[src/rtl/pool_window_gather.sv]
`default_nettype none
// ============================================================================
// Module      : pool_window_gather
// Description : Gathers non-overlapping 2x2 windows from a row-major IL.FL
//               activation stream using a one-row line buffer and hands each
//               window to the pooling stage, paced by its idle indication.
//               Optional macro POOL_WINDOW_COUNT_EN adds the win_cnt output.
// Revision    : 1.0 - initial release
// ============================================================================
module pool_window_gather #(
    parameter int IL    = 4,
    parameter int FL    = 16,
    parameter int SIZE  = 4,
    parameter int ROW_W = 4,
    parameter int ROW_H = 4
) (
    input  logic                          clk,
    input  logic                          reset,
    input  logic [IL+FL-1:0]              din,
    input  logic                          din_valid,
    output logic                          din_ready,
    input  logic [1:0]                    mode_in,
    input  logic                          pool_idle,
    output logic [SIZE-1:0][IL+FL-1:0]    im,
    output logic                          input_ready,
    output logic [1:0]                    mode,
    output logic                          frame_done
`ifdef POOL_WINDOW_COUNT_EN
    ,
    output logic [$clog2(ROW_W*ROW_H/4+1)-1:0] win_cnt
`endif
);

    localparam int c_dw = IL + FL;
    localparam int c_cw = $clog2(ROW_W);
    localparam int c_rw = $clog2(ROW_H);

    localparam logic [c_cw-1:0] c_col_last = c_cw'(ROW_W - 1);
    localparam logic [c_cw-1:0] c_col_one  = c_cw'(1);
    localparam logic [c_rw-1:0] c_row_last = c_rw'(ROW_H - 1);
    localparam logic [c_rw-1:0] c_row_one  = c_rw'(1);

    // Elaboration-time guards on the geometry this block supports.
    if (SIZE != 4) begin : g_bad_size
        $error("pool_window_gather: SIZE must be 4");
    end
    if ((ROW_W < 2) || (ROW_W % 2 != 0)) begin : g_bad_row_w
        $error("pool_window_gather: ROW_W must be even and >= 2");
    end
    if ((ROW_H < 2) || (ROW_H % 2 != 0)) begin : g_bad_row_h
        $error("pool_window_gather: ROW_H must be even and >= 2");
    end

    typedef enum logic [1:0] {
        S_IDLE = 2'd0,
        S_TOP  = 2'd1,
        S_BOT  = 2'd2
    } state_t;

    state_t                    r_state;
    state_t                    w_state_nxt;

    logic                      r_rdy_en;
    logic                      r_pending;
    logic                      r_last;
    logic [1:0]                r_guard;
    logic [c_cw-1:0]           r_col;
    logic [c_rw-1:0]           r_row;
    logic [1:0]                r_mode;
    logic [SIZE-1:0][c_dw-1:0] r_im;
    logic [c_dw-1:0]           r_line_buf [ROW_W];
    logic [c_dw-1:0]           r_left;

    logic                      w_accept;
    logic                      w_issue;
    logic                      w_row_end;
    logic                      w_frame_end;

    // Input is refused whenever a window is waiting, whatever the state.
    assign din_ready   = r_rdy_en & ~r_pending;
    assign w_accept    = din_valid & din_ready;
    assign w_issue     = r_pending & pool_idle & (r_guard == 2'd0);
    assign w_row_end   = (r_col == c_col_last);
    assign w_frame_end = (r_row == c_row_last);

    assign input_ready = w_issue;
    assign frame_done  = w_issue & r_last;
    assign im          = r_im;
    assign mode        = r_mode;

    always_ff @(posedge clk or negedge reset) begin
        if (!reset) begin
            r_state <= S_IDLE;
        end else begin
            r_state <= w_state_nxt;
        end
    end

    always_comb begin
        w_state_nxt = r_state;
        case (r_state)
            S_IDLE: begin
                if (w_accept) begin
                    w_state_nxt = S_TOP;
                end
            end
            S_TOP: begin
                if (w_accept && w_row_end) begin
                    w_state_nxt = S_BOT;
                end
            end
            S_BOT: begin
                if (w_accept && w_row_end) begin
                    w_state_nxt = w_frame_end ? S_IDLE : S_TOP;
                end
            end
            default: begin
                w_state_nxt = S_IDLE;
            end
        endcase
    end

    always_ff @(posedge clk or negedge reset) begin
        if (!reset) begin
            r_rdy_en  <= 1'b0;
            r_pending <= 1'b0;
            r_last    <= 1'b0;
            r_guard   <= 2'd0;
            r_col     <= '0;
            r_row     <= '0;
            r_mode    <= 2'd0;
            r_im      <= '0;
        end else begin
            r_rdy_en <= 1'b1;

            // The guard keeps a second issue away until pool_idle has had
            // time to reflect the pooling stage going busy.
            if (w_issue) begin
                r_pending <= 1'b0;
                r_guard   <= 2'd2;
            end else if (r_guard != 2'd0) begin
                r_guard <= r_guard - 2'd1;
            end

            if (w_accept) begin
                case (r_state)
                    S_IDLE: begin
                        r_mode <= mode_in;
                        r_col  <= c_col_one;
                        r_row  <= '0;
                    end
                    S_TOP: begin
                        if (w_row_end) begin
                            r_col <= '0;
                            r_row <= r_row + c_row_one;
                        end else begin
                            r_col <= r_col + c_col_one;
                        end
                    end
                    S_BOT: begin
                        if (r_col[0]) begin
                            r_im[0]   <= r_line_buf[r_col - c_col_one];
                            r_im[1]   <= r_line_buf[r_col];
                            r_im[2]   <= r_left;
                            r_im[3]   <= din;
                            r_pending <= 1'b1;
                            r_last    <= w_row_end & w_frame_end;
                        end
                        if (w_row_end) begin
                            r_col <= '0;
                            r_row <= w_frame_end ? '0 : (r_row + c_row_one);
                        end else begin
                            r_col <= r_col + c_col_one;
                        end
                    end
                    default: begin
                        r_col <= '0;
                        r_row <= '0;
                    end
                endcase
            end
        end
    end

    // Line buffer and left-pixel holder carry no reset; their contents are
    // always rewritten before they are read into a window.
    always_ff @(posedge clk) begin
        if (w_accept) begin
            if (r_state == S_IDLE) begin
                r_line_buf[0] <= din;
            end else if (r_state == S_TOP) begin
                r_line_buf[r_col] <= din;
            end else if (!r_col[0]) begin
                r_left <= din;
            end
        end
    end

`ifdef POOL_WINDOW_COUNT_EN
    logic [$clog2(ROW_W*ROW_H/4+1)-1:0] r_win_cnt;

    always_ff @(posedge clk or negedge reset) begin
        if (!reset) begin
            r_win_cnt <= '0;
        end else if (w_accept && (r_state == S_IDLE)) begin
            r_win_cnt <= '0;
        end else if (w_issue) begin
            r_win_cnt <= r_win_cnt + 1'b1;
        end
    end

    assign win_cnt = r_win_cnt;
`endif

endmodule
`default_nettype wire

[config.mk]
export PLATFORM = sky130hd
export DESIGN_NAME = pool_window_gather
export DESIGN_NICKNAME = d
export VERILOG_FILES = /design/src/rtl/pool_window_gather.sv
export SDC_FILE = /design/constraint.sdc
export NUM_CORES = 1
export LEC_CHECK = 0
export ABC_AREA = 1
export BUFFER_PORTS_ARGS = -buffer_cell sky130_fd_sc_hd__buf_2
export CAP_MARGIN = 15
export CORE_UTILIZATION = 34
export CTS_CLUSTER_DIAMETER = 200
export DETAILED_ROUTE_END_ITERATION = 16
export GPL_TIMING_DRIVEN = 0
export PLACE_DENSITY_LB_ADDON = 0.05
export SLEW_MARGIN = 15
export SYNTH_ARGS = -nofsm -noshare
export SYNTH_HDL_FRONTEND = slang
export SYNTH_SLANG_ARGS = --single-unit
[constraint.sdc]
create_clock -name clk -period 9.3 [get_ports clk]
set_input_delay 2.79 -clock clk [delete_from_list [all_inputs] [get_ports clk]]
set_output_delay 2.79 -clock clk [all_outputs]
set_load 0.1 [all_outputs]
==> impl_metrics.csv <==
group,metric,value,unit
detailed_routing,ant_nets,0,
floorplan,die-height,158.5,µm
floorplan,dieWidth,158.5,µm
place,place_ws,3.025,ns
grt,overflow,0,
yosys,synth_area_leaders,"edfxtp_1 36%, dfrtp_1 28%, nand2_1 21%",
grt,grt_pass1_wl,35.88,mm
yosys,synth_cell_types,19,
critical_path,crit_path_start_kind,"input port",
yosys,seq_area_frac_synth,63.99,%
grt,first_global_vias,6132,
sta,max_slew_margin,47.48,%
clock_network,cts_hold_buf,0,
detailed_routing,drtIter0Drc,381,
floorplan,die_area,0.02513,mm²
pwr,power.density,353.9,mW/mm²
yosys,syn-num-nets,959,
clock_network,cts-buffers-inserted,17,
place,hpwl,16.34,mm
sta,worstMarginPinSlew,0.7836,ns
critical_path,crit_type,"input port to output port",
flow_run,drv_cap,0,
grt,grt_max_degree,58,
pwr,p_leak,5.169,nW
detailed_routing,routed.top_layer,"met4",
critical_path,cpMostUsedCell,"buf_2",
grt,gr-usage-all-layers,19.86,%
clock_network,cts.sink_count,193,
detailed_routing,viasPerCell,4.553,
yosys,synth.largest_area_cell,"edfxtp_1",
critical_path,path_buf_inv,2,
yosys,synth_top_area_share,36.05,%
pwr,ir_drop,0.0001846,V
detailed_routing,vias,6342,
detailed_routing,dr.pass1.iters,5,
sta,max_freq,0.1595,GHz
critical_path,crit_required,6.51,ns
detailed_routing,drc_errors,0,
clock_network,cts_buffer_depth,2,
sta,hold_violations,0,
detailed_routing,wl_per_cell,16.90,µm
detailed_routing,wl_met2,10.51,mm
yosys,ys.flop_type,"edfxtp_1",
critical_path,path_max_fanout,2,
detailed_routing,routed-wl-met3,1.071,mm
place,place_area,0.009407,mm²
layout,n_fill_cell,2404,
sta,setup_violations,0,
yosys,synth_seq_cells,193,
layout,drive_above_1_share,16.67,%
yosys,syn_avg_cell_area,9.005,µm²
yosys,synth_most_common_cell,"nand2_1",
sta,fin_setup_tns,0,ns
run_status,outcome,"finished, final reports clean",
yosys,synth_edf_count,100,
sta,fin_ws,3.031,ns
sta,post-route-period-util,67.41,%
clock_network,cts_root_buffer,"clkbuf_16",
layout,fin_nets,1095,
sta,grt_setup_unrepaired,"no",
detailed_routing,wl_met1,11.65,mm
yosys,synth_area,0.008329,mm²
grt,antenna_found_initial,1,
sta,post-route-min-period,6.269,ns
yosys,ys_warn_count,0,
floorplan,core,0.02375,mm²
clock_network,cts_resized,0,
clock_network,cts_tree,"done",
clock_network,path_clk_slew,0.07,ns
critical_path,max_stage_delay,0.43,ns
clock_network,cts.htree.levels,4,
place,portBuffers,110,
sta,drv_slew,0,
critical_path,crit_chain,"buf_2 > nand3_1 > nor2_1 > buf_2",
sta,skew,0.008048,ns
clock_network,cts_setup_buffers,0,
floorplan,rows,56,
critical_path,cp-end-kind,"output port",
yosys,synth_top_cells_by_count,"465 x nand2_1, 100 x edfxtp_1, 100 x inv_1, 95 x nand3_1, 93 x dfrtp_1",
detailed_routing,wl,23.54,mm
critical_path,cp_top_family,"buffers and inverters",
critical_path,worstPathArrival,3.48,ns
yosys,syn_inst,925,
worst_hold_path,hp-class,"register to register",
layout,synthToLayoutAreaGrowth,19.69,%
floorplan,io_pins,111,
critical_path,crit_path_top_delay_cell,"buf_2",
layout,final_area,0.009970,mm²
place,place.gp.congestion,0.7744,
floorplan,initial_utilization,35.07,%
clock_network,insertion_delay,0.43,ns
yosys,async_flop_share,48.19,%
layout,antenna_cells,0,
-- cell type report --
class	instances	area, µm²	area share, %
Sequential cell	193	5330	53.46
Inverter	100	375.4	3.765
Multi-Input combinational cell	590	2471	24.79
Timing Repair Buffer	117	644.4	6.463
Buffer	42	186.4	1.870
Clock buffer	18	429.2	4.305
Clock inverter	14	133.9	1.343
Tap cell	319	399.1	4.004
-- state kept, by name, summed over array words and instances, names as in the netlist, 2 cells and up --
signal      count
r_state         2
r_col           2
r_row           2
im             80
r_line_buf     80
mode            2
r_left         20
r_guard         2
-- cells in the final DEF, fill, tap and decap left out, drive strengths merged --
cell and instances:
nor4 1, inv 104, buf 148, clkinvlp 3, edfxtp 100, conb 1, ha 8, o21ai 7
bufinv 1, nand2 465, nand3 96, clkinv 6, dfrtp 93, nor3 2, nor2 6, nand4 1
a21oi 3, clkbuf 29
-- cells by family after synthesis --
| family | count (synthesis) | synth area share, % |
|---|---|---|
| adders and majority gates | 8 | 1.202 |
| DFF | 193 | 63.99 |
| AOI/OAI and AO/OA | 10 | 0.6008 |
| other | 1 | 0.04502 |
| buffers and inverters | 142 | 6.745 |
| and+or+nand+nor | 571 | 27.41 |
-- tightest hold or removal path, stage by stage, from the launching register on --
cell,delay [ns]
edfxtp_1,0.32
nand2_1,0.05
nand2_1,0.04
-- routing by layer --
metal	up-vias	track usage, %
li1	3160	-
met1	2980	28.43
met2	181	31.10
met3	21	2.667
met4	0	6.227
met5	-	0
-- power by group --
part	internal, W	switching (W)	leakage, nW
Clock	0.000375	0.000344	0.270
Combinational	0.000308	0.00137	2.74
Sequential	0.00105	0.0000776	2.16
-- metrics by stage --
stage | utilization (%) | hold slack (ns) | std cells | power (W)
floorplan | - | 0.4184 | 925 | 0.002408
global placement | 39.06 | 0.4205 | 1354 | 0.002814
detailed placement | 39.60 | 0.4307 | 1361 | 0.002829
CTS | 41.97 | 0.4443 | 1393 | 0.003556
global route | 41.97 | 0.4692 | 1393 | 0.003718
finish | 41.97 | 0.4427 | 1393 | 0.003528
-- path summary, 6_finish.rpt --
check,from,endpoint,slack (ns),depth (start not counted)
max,pool_idle,frame_done,3.03,4
min,r_left[6],im[46],0.44,2
max reg2reg,r_col[0],r_line_buf[3][7],6.52,4
min reg2reg,r_left[6],im[46],0.44,2
max in group asynchronous,reset,im[57],6.42,2
min in group asynchronous,reset,im[52],2.25,1
Note: power is estimated with default switching activity, not from simulation.
